[src/rtl/alu_arbiter.sv]
// rtl/alu_arbiter.sv - round-robin arbiter sharing one ALU between two requesters
// Optional feature macro: ALU_ARB_LOCK_EN (lock ports for atomic multi-op sequences)
module alu_arbiter #(
  parameter int DATA_W = 32,
  parameter int CTRL_W = 3
) (
  input  logic              clk,
  input  logic              rst,
  input  logic              req0_valid,
  output logic              req0_ready,
  input  logic [CTRL_W-1:0] req0_ctrl,
  input  logic [DATA_W-1:0] req0_a,
  input  logic [DATA_W-1:0] req0_b,
  input  logic              req1_valid,
  output logic              req1_ready,
  input  logic [CTRL_W-1:0] req1_ctrl,
  input  logic [DATA_W-1:0] req1_a,
  input  logic [DATA_W-1:0] req1_b,
`ifdef ALU_ARB_LOCK_EN
  input  logic              req0_lock,
  input  logic              req1_lock,
`endif
  output logic              rsp0_valid,
  output logic              rsp1_valid,
  output logic [DATA_W-1:0] rsp_data,
  output logic [CTRL_W-1:0] alu_ctrl,
  output logic [DATA_W-1:0] alu_a,
  output logic [DATA_W-1:0] alu_b,
  input  logic [DATA_W-1:0] alu_out
);

  logic stage1_valid;
  logic owner;
  logic last_grant;
  logic grant0;
  logic grant1;

`ifdef ALU_ARB_LOCK_EN
  logic lock_active;
  logic lock_owner;
`endif

  // Grant never looks at the requester's own ctrl/operands, only at valids and history.
  always_comb begin
    grant0 = 1'b0;
    grant1 = 1'b0;
    if (!rst) begin
`ifdef ALU_ARB_LOCK_EN
      if (lock_active) begin
        grant0 = req0_valid & ~lock_owner;
        grant1 = req1_valid & lock_owner;
      end else begin
        if (req0_valid && (!req1_valid || last_grant)) begin
          grant0 = 1'b1;
        end else if (req1_valid) begin
          grant1 = 1'b1;
        end
      end
`else
      if (req0_valid && (!req1_valid || last_grant)) begin
        grant0 = 1'b1;
      end else if (req1_valid) begin
        grant1 = 1'b1;
      end
`endif
    end
  end

  assign req0_ready = grant0;
  assign req1_ready = grant1;

  always_ff @(posedge clk) begin
    if (rst) begin
      alu_ctrl     <= '0;
      alu_a        <= '0;
      alu_b        <= '0;
      stage1_valid <= 1'b0;
      owner        <= 1'b0;
      last_grant   <= 1'b1;
      rsp0_valid   <= 1'b0;
      rsp1_valid   <= 1'b0;
      rsp_data     <= '0;
`ifdef ALU_ARB_LOCK_EN
      lock_active  <= 1'b0;
      lock_owner   <= 1'b0;
`endif
    end else begin
      // Operand registers only load on accept so the ALU inputs stay quiet when idle.
      if (grant0 || grant1) begin
        alu_ctrl     <= grant1 ? req1_ctrl : req0_ctrl;
        alu_a        <= grant1 ? req1_a    : req0_a;
        alu_b        <= grant1 ? req1_b    : req0_b;
        owner        <= grant1;
        last_grant   <= grant1;
        stage1_valid <= 1'b1;
`ifdef ALU_ARB_LOCK_EN
        lock_active  <= grant1 ? req1_lock : req0_lock;
        lock_owner   <= grant1;
`endif
      end else begin
        stage1_valid <= 1'b0;
      end

      rsp0_valid <= stage1_valid & ~owner;
      rsp1_valid <= stage1_valid & owner;
      if (stage1_valid) begin
        rsp_data <= alu_out;
      end
    end
  end

endmodule

[config.mk]
export PLATFORM = sky130hd
export DESIGN_NAME = alu_arbiter
export DESIGN_NICKNAME = d
export VERILOG_FILES = /design/src/rtl/alu_arbiter.sv
export SDC_FILE = /design/constraint.sdc
export NUM_CORES = 1
export LEC_CHECK = 0
export ABC_AREA = 1
export CORE_MARGIN = 2
export CORE_UTILIZATION = 43
export DETAILED_ROUTE_END_ITERATION = 6
export GPL_ROUTABILITY_DRIVEN = 0
export GPL_TIMING_DRIVEN = 0
export PLACE_DENSITY = 0.88
export SLEW_MARGIN = 20
export SYNTH_ARGS = -nofsm -noshare
export SYNTH_HDL_FRONTEND = slang
export SYNTH_SLANG_ARGS = --single-unit
export TNS_END_PERCENT = 50
[constraint.sdc]
create_clock -name clk -period 2.7 [get_ports clk]
set_clock_uncertainty 0.1 [all_clocks]
set_input_delay 0.54 -clock clk [delete_from_list [all_inputs] [get_ports clk]]
set_output_delay 0.54 -clock clk [all_outputs]
set_load 0.02 [all_outputs]
==> impl_metrics.ini, run 1 <==
[layout]
nNetsFinal = 1205
finish.utilization = 0.710
layout_common_cells = clkdlybuf4s50_1 (269), nor2_1 (200), nand2_1 (136), dfxtp_1 (104)
fill_cells = 1048
drive_gt1_frac = 0.0500
area.growth.synth_to_final_pct = 61.2
antenna_cells = 0
final_common_cell = clkdlybuf4s50_1
design_area_mm2 = 0.00849
layout.area.seq_mm2 = 0.00208
multi_input_area_mm2 = 0.00283

[sta]
fin_ws_ps = 99.5
rsz0062_at_grt = false
whs_ps = 367
period_needed_ps = 2600
max_freq_mhz = 385
slew-limit-headroom = 0.638
slew_violations = 0
setup_viol = 0
tns_ps = 0
hold_viol = 0
worstMarginPinSlew_ps = 544
fin_crit_sh = 0.963

[global_routing]
grt_pass1_wl_um = 28000
grt_pass1_vias = 5542
grtUsageTotal = 0.272
antenna_found_initial = 0
grt_max_degree = 18
grt_remaining_overflow = 0

[placement]
placed_area_mm2 = 0.00817
dp_slack_ps = -432
portBuffers = 272
detailedPlacementHpwl_um = 13600

[run]
drv_cap = 0

[drt]
wl_met2_um = 8650
top_layer = met4
wl_per_cell_um = 15.2
first_pass_iters = 5
via_per_inst = 5.03
wl_met3_um = 1600
drtIter0Drc = 394
vias = 5976
ant_nets = 0
routed_wl_um = 18100
drc = 0
wl_met1_um = 7400

[synthesis]
yosysWarnings = 0
synth_area_leaders = dfxtp_1 (40%), nor2_1 (14%), nand2_1 (9.7%)
yosysSeqAreaShare = 0.395
yosysUniqueCellTypes = 21
synthAdderAreaFrac = 0
synth_top_family_by_area = simple AND/OR/NAND/NOR gates
synth_area_mm2 = 0.00527
synth_fp_nets = 923
synth_xor_area_frac = 0
yosys.area.top_type_share = 0.395
synth.largest_area_cell = dfxtp_1
synth-simple-area-share = 0.407
synth-seq-cells = 104
netlist_instances = 753
syn-mean-instance-area_um2 = 6.99
synthMuxAreaShare = 0
synth_compound_area_frac = 0.128

[pwr]
p_switching_mw = 1.30
vdd_drop_max_uv = 277
powerDensity_mw_per_mm2 = 514
p_int_mw = 3.06
clkPwrFrac = 0.306
swShare = 0.298
p_comb_frac = 0.296
leakage_nw = 3.54
pwr-share-seq = 0.398

[die]
core_mm2 = 0.0120
dieArea_mm2 = 0.0131
start_util = 0.440
ioPinCount = 273
die_w_um = 115
placementRows = 40
die-height_um = 115

[setup_path]
crit_fanout = 10
arrival_ps = 1960
reg2reg_from = last_grant
cp_cell_sequence = clkdlybuf4s50_1 > nand2_2 > nand2_4 > buf_6 > nand2_1 > inv_1 > clkdlybuf4s15_2
path_class = input pin to output pin
cp_slowest_cell = clkdlybuf4s50_1
crit_path_max_incr_delay_ps = 540
critPathLaunch = req1_valid
cp-end-kind = output pin
worstReg2RegEnd = alu_b[13]
worstSetupEndpoint = req1_ready
critical_path_required_ps = 2060
reg2reg_depth = 8
setup.worst_path.start_class = input pin
r2r_setup_slack_ps = 890

[clocking]
clkTransAtPathRegs_ps = 70
root_buffer = clkbuf_16
cts_inserted_buffers = 9
cts_tree = built
insertion_delay_ps = 340
post_cts_buffers = 0
cts_max_level = 3
cts_buffer_depth = 2
cts_sinks = 104

[hold_path]
hold_path_class = flop to flop

[run_status]
status = complete, no violations
==> worst min path at each step <==
| stage | from | endpoint | slack [ps] | cells past startpoint |
|---|---|---|---|---|
| finish | owner | rsp0_valid | 370 | 1 |
| global route | owner | rsp0_valid | 380 | 1 |
| CTS | owner | rsp0_valid | 380 | 1 |
| detailed placement | owner | rsp1_valid | 360 | 2 |
| global placement | owner | rsp1_valid | 360 | 2 |
| floorplan | owner | rsp0_valid | 320 | 1 |
==> what timing repair did <==
action                     in CTS  in global routing
setup endpoints to repair       2                  2
gates resized for setup         9                  3
gates cloned                    0                  0
hold buffers                    0                  0
==> routing by layer <==
layer  up-vias  track usage
li1       3012            -
met1      2692        0.326
met2       243        0.465
met3        29       0.0752
met4         0       0.0984
met5         -            0
==> flip-flops by register name (all words and copies together) (netlist names) <==
register,count
last_grant,1
owner,1
stage1_valid,1
alu_b,32
alu_ctrl,3
rsp_data,32
rsp1_valid,1
alu_a,32
rsp0_valid,1
==> synthesized netlist by cell type <==
cell,instances
a21boi_0,57
a21boi_1,10
a21oi_1,1
buf_1,2
buf_2,14
buf_4,12
buf_6,4
clkbuf_1,34
dfxtp_1,104
inv_1,4
inv_2,2
nand2_1,136
nand2_2,3
nand2_4,1
nand3_1,67
nand3_2,1
nand3b_1,67
nor2_1,200
nor3_1,1
o211ai_1,1
o21ai_0,32
==> cell families after synthesis <==
| kind of cell | Yosys count |
|---|---|
| compound gates | 101 |
| buf+inv | 72 |
| flops | 104 |
| simple gates | 476 |
==> metrics by stage <==
step,cells,power [mW]
after global routing,1187,4.56
after floorplan,753,2.40
after CTS,1188,4.38
after global placement,1172,3.03
final,1187,4.36
after detailed placement,1172,3.05
==> area by class of cell <==
class,count,area share
Clock inverter,5,0.00767
Multi-Input combinational cell,577,0.334
Tap cell,147,0.0217
Buffer,65,0.0395
Sequential cell,104,0.245
Inverter,6,0.00324
Timing Repair Buffer,272,0.321
Clock buffer,11,0.0274
==> power by group through the flow <==
stage               clock, mW  sequential [mW]  combinational [mW]
floorplan                   0             1.93               0.474
global placement            0             1.76                1.27
detailed placement          0             1.77                1.29
CTS                      1.35             1.73                1.30
global route             1.41             1.75                1.40
finish                   1.33             1.74                1.29
==> critical path: cells and delay by family <==
family | cells | cell delay [ps]
buffers and inverters | 4 | 1060
AND/OR/NAND/NOR | 3 | 350
(Power assumes the default switching activity.)
==> inputs of run 2 (changes only) <==
--- a/config.mk
+++ b/config.mk
@@ -7,11 +7,12 @@
 export LEC_CHECK = 0
 export ABC_AREA = 1
 export CORE_MARGIN = 2
-export CORE_UTILIZATION = 43
+export CORE_UTILIZATION = 41
+export CTS_BUF_LIST = sky130_fd_sc_hd__clkbuf_2
 export DETAILED_ROUTE_END_ITERATION = 6
-export GPL_ROUTABILITY_DRIVEN = 0
+export GPL_ROUTABILITY_DRIVEN = 1
 export GPL_TIMING_DRIVEN = 0
-export PLACE_DENSITY = 0.88
+export PLACE_DENSITY = 0.85
 export SLEW_MARGIN = 20
 export SYNTH_ARGS = -nofsm -noshare
 export SYNTH_HDL_FRONTEND = slang
==> constraint.sdc (replaced) <==
create_clock -name clk -period 2.43 [get_ports clk]
set_clock_uncertainty 0.1 [all_clocks]
set_input_delay 0.486 -clock clk [delete_from_list [all_inputs] [get_ports clk]]
set_output_delay 0.486 -clock clk [all_outputs]
set_load 0.02 [all_outputs]
==> impl_metrics.ini, run 2 (same netlist as run 1, synthesis figures left out) <==
[die]
dieArea_mm2 = 0.0138
placementRows = 41
start_util = 0.419
die-height_um = 117
core_mm2 = 0.0126
ioPinCount = 273
die_w_um = 117

[layout]
area.growth.synth_to_final_pct = 59.1
top_regs = alu_a (32), alu_b (32), rsp_data (32)
drive_gt1_frac = 0.0564
instances_no_fill = 1218
nNetsFinal = 1211
finish.utilization = 0.667
layout_common_cells = clkdlybuf4s50_1 (268), nor2_1 (200), nand2_1 (136), dfxtp_1 (103)
antenna_cells = 0
final_common_cell = clkdlybuf4s50_1

[sta]
worstMarginPinSlew_ps = 546
slew-limit-headroom = 0.636
fin_crit_sh = 0.947
slew_violations = 0
period_needed_ps = 2300
max_freq_mhz = 435
hold_viol = 0
fin_ws_ps = 129
setup_viol = 0

[pwr]
leakage_nw = 3.50
clkPwrFrac = 0.189
powerDensity_mw_per_mm2 = 497
swShare = 0.337
p_switching_mw = 1.41
p_comb_frac = 0.346
pwr-share-seq = 0.464
vdd_drop_max_uv = 235
p_int_mw = 2.76

[setup_path]
worstSetupEndpoint = req1_ready
setup.worst_path.start_class = flop
cp-end-kind = output pin
r2r_setup_slack_ps = 610
cp_cell_sequence = inv_1 > nand2_4 > nand2_8 > buf_6 > nand2_1 > inv_1 > clkbuf_4
crit_family = buffers and inverters
crit_fanout = 10
cp_slowest_cell = dfxtp_2
critPathLaunch = last_grant
worstReg2RegEnd = alu_b[9]
reg2reg_from = last_grant
reg2reg_depth = 9
path_class = flop to output pin
arrival_ps = 1710
crit_path_max_incr_delay_ps = 380
critPathMostFrequentCell = inv_1
critical_path_required_ps = 1840
cp.buffers_inverters = 4
worstSetupPathDepth = 7

[global_routing]
antenna_found_initial = 0
grt_remaining_overflow = 0
grt_pass1_wl_um = 28600
grt_max_degree = 19
grt_pass1_vias = 5410
grtUsageTotal = 0.257

[clocking]
cts_tree = built
clkTransAtPathRegs_ps = 330
root_buffer = clkbuf_2
cts_inserted_buffers = 9
cts_buffer_depth = 2
cts_sinks = 104
insertion_delay_ps = 570
cts_max_level = 3

[hold_path]
hp-start = alu_out[15]
hold_path_class = input pin to flop

[run_status]
status = complete, no violations

[drt]
first_pass_iters = 4
drtIter0Drc = 392
vias = 5942
routed_wl_um = 18200
drc = 0
wl_per_cell_um = 14.9
via_per_inst = 4.88
ant_nets = 0

[placement]
dp.cells = 1197
dp_slack_ps = -620
portBuffers = 272
detailedPlacementHpwl_um = 13700
place.gp.congestion = 0.859

[run]
drv_cap = 0
-- run 2: changes by cell type in the layout (fill, tap and decap cells not counted), moves of 2 or more --
cell,change
clkbuf_2,+10
clkbuf_16,-9
buf_4,+4
clkbuf_1,-2
clkdlybuf4s15_2,-2
clkinv_4,+2
clkinvlp_4,-2
-- run 2: repair_timing --
item / 4_1_cts / 5_1_grt
setup buffers: 1 / 4
setup endpoints to repair: 2 / 2
resized for setup: 17 / 5
hold buffers: 0 / 1
gates cloned: 0 / 0
hold endpoints to repair: 0 / 3
pin swaps: 1 / 1
-- run 2: metal layers --
| layer | global-route usage | wire, um |
|---|---|---|
| met1 | 0.316 | 7570 |
| met2 | 0.432 | 8730 |
| met3 | 0.0856 | 1630 |
| met4 | 0.0685 | 264 |
| met5 | 0 | 0 |
-- run 2: layout make-up --
type	count	area, um2
buffer	65	343
tap	172	215
inverter	6	27.5
timing repair buffer	278	2760
sequential	104	2080
multi-input combinational	577	2850
clock inverter	6	50.0
fill	1128	4190
clock buffer	10	50.0
-- run 2: worst min-delay path by stage --
stage,cells past startpoint,slack (ps),to
finish,3,310,rsp_data[15]
global route,3,270,rsp_data[10]
CTS,3,270,last_grant
detailed placement,2,360,rsp1_valid
global placement,2,350,rsp1_valid
floorplan,1,320,rsp0_valid
-- run 2: worst min-delay path, stage by stage --
cell and delay, ps:
clkdlybuf4s50_1 400, nor2_1 100, nor2_1 50
-- run 2: power groups by stage --
stage,clock [mW],sequential (mW),combinational [mW]
6_report,0.789,1.94,1.44
3_3_place_gp,0,1.96,1.42
3_5_place_dp,0,1.97,1.43
2_1_floorplan,0,2.14,0.526
4_1_cts,0.800,1.93,1.44
5_1_grt,0.873,1.96,1.57
-- run 2: metrics by stage --
step	setup TNS (ps)	hold slack (ps)	instance area, um2	total power, mW
after floorplan	0	321	5270	2.67
after global placement	-1110	352	8200	3.38
after detailed placement	-1210	361	8200	3.39
after CTS	0	274	8330	4.17
after global routing	-25.9	272	8380	4.39
final	0	314	8380	4.17
==> inputs of run 3 (changes only) <==
--- a/config.mk
+++ b/config.mk
@@ -6,14 +6,13 @@
 export NUM_CORES = 1
 export LEC_CHECK = 0
 export ABC_AREA = 1
-export CORE_MARGIN = 2
 export CORE_UTILIZATION = 41
 export CTS_BUF_LIST = sky130_fd_sc_hd__clkbuf_2
 export DETAILED_ROUTE_END_ITERATION = 6
 export GPL_ROUTABILITY_DRIVEN = 1
 export GPL_TIMING_DRIVEN = 0
 export PLACE_DENSITY = 0.85
-export SLEW_MARGIN = 20
+export SLEW_MARGIN = 10
 export SYNTH_ARGS = -nofsm -noshare
 export SYNTH_HDL_FRONTEND = slang
 export SYNTH_SLANG_ARGS = --single-unit
==> impl_metrics.ini, run 3 (same netlist as run 1, synthesis figures left out) <==
[layout]
nNetsFinal = 1206
drive_gt1_frac = 0.0519
top_regs = alu_a (32), alu_b (32), rsp_data (32)
design_area_mm2 = 0.00835
instances_no_fill = 1213
antenna_cells = 0
final_common_cell = clkdlybuf4s50_1
area.growth.synth_to_final_pct = 58.6
fill_cells = 1084
layout_common_cells = clkdlybuf4s50_1 (270), nor2_1 (200), nand2_1 (136), dfxtp_1 (104)

[clocking]
clkTransAtPathRegs_ps = 280
cts_max_level = 3
cts_buffer_depth = 2
hold_buffers = 0
root_buffer = clkbuf_2
insertion_delay_ps = 610
cts_tree = built
cts_inserted_buffers = 9
cts_sinks = 104

[setup_path]
critical_path_required_ps = 1840
crit_family = buffers and inverters
cp.buffers_inverters = 4
cp_cell_sequence = clkdlybuf4s50_1 > nand2_4 > nand2_8 > buf_6 > nand2_1 > inv_1 > buf_2
setup.worst_path.start_class = input pin
arrival_ps = 1710
path_class = input pin to output pin
cp_slowest_cell = clkdlybuf4s50_1
crit_fanout = 10
crit_path_max_incr_delay_ps = 570
cp-end-kind = output pin

[drt]
first_pass_iters = 7
drtIter0Drc = 315
routed_wl_um = 17800
via_per_inst = 4.93
vias = 5982
wl_per_cell_um = 14.7
ant_nets = 0
drc = 1

[sta]
slew_violations = 0
period_needed_ps = 2290
rsz0062_at_grt = false
whs_ps = 313
setup_viol = 0
slew-limit-headroom = 0.664
fin_ws_ps = 139
worstMarginPinSlew_ps = 504
hold_viol = 0
fin_crit_sh = 0.943
max_freq_mhz = 436

[global_routing]
grt_max_degree = 20
antenna_found_initial = 0
grt_pass1_vias = 5601
grtUsageTotal = 0.269
grt_pass1_wl_um = 27700
grt_remaining_overflow = 0

[die]
dieArea_mm2 = 0.0133
ioPinCount = 273
start_util = 0.419
die-height_um = 115
die_w_um = 115
core_mm2 = 0.0126
placementRows = 41

[pwr]
powerDensity_mw_per_mm2 = 504
vdd_drop_max_uv = 317
leakage_nw = 3.47
power_mw = 4.21

[placement]
dp.cells = 1197
placed_area_mm2 = 0.00820
detailedPlacementHpwl_um = 13800
portBuffers = 272
dp_slack_ps = -579
place.gp.congestion = 0.822

[run_status]
status = finished, violations left
violations = DRC

[run]
drv_cap = 0

[hold_path]
hold_path_class = input pin to flop
## run 3: where the power goes
group	total (mW)	switching, mW	internal, mW	leakage (nW)
sequential	1.93	0.0715	1.86	0.863
clock	0.837	0.604	0.234	0.0620
combinational	1.44	0.703	0.734	2.54
## run 3: path summary, 6_finish.rpt
kind / to / depth (start not counted) / slack (ps) / start
worst max-delay path: req1_ready / 7 / 140 / req1_valid
worst min-delay path: rsp_data[2] / 3 / 310 / alu_out[2]
worst max register to register: alu_b[26] / 9 / 620 / last_grant
worst min register to register: rsp1_valid / 2 / 380 / owner
## run 3: per-layer routing
metal,routed length (um),up-vias,GRT usage
li1,-,3011,-
met1,7040,2681,0.299
met2,8650,251,0.473
met3,1630,39,0.0817
met4,497,0,0.117
met5,0,-,0
## run 3: final cells by class
class / count / area, um2 / area share
multi-input combinational: 577 / 2850 / 0.341
clock buffer: 9 / 45.0 / 0.00539
sequential: 104 / 2080 / 0.249
timing repair buffer: 274 / 2730 / 0.327
inverter: 6 / 27.5 / 0.00330
buffer: 64 / 337 / 0.0403
clock inverter: 7 / 70.1 / 0.00839
tap: 172 / 215 / 0.0258
## run 3: what timing repair did
action | in CTS | in global routing
endpoints found under the setup margin | 2 | 2
buffers inserted | 2 | 0
gates resized for setup | 15 | 3
pin swaps | 2 | 0
## run 3: worst reg2reg max path: cells and delay by family, from the launching register on
family,cells,cell delay [ps]
simple gates,6,640
flops,1,380
buf+inv,3,640
## run 3: metrics by stage
step | TNS, ps | util
after floorplan | 0 | -
after global placement | -1120 | 0.653
after detailed placement | -1110 | 0.653
after CTS | 0 | 0.664
after global routing | 0 | 0.664
final | 0 | 0.664
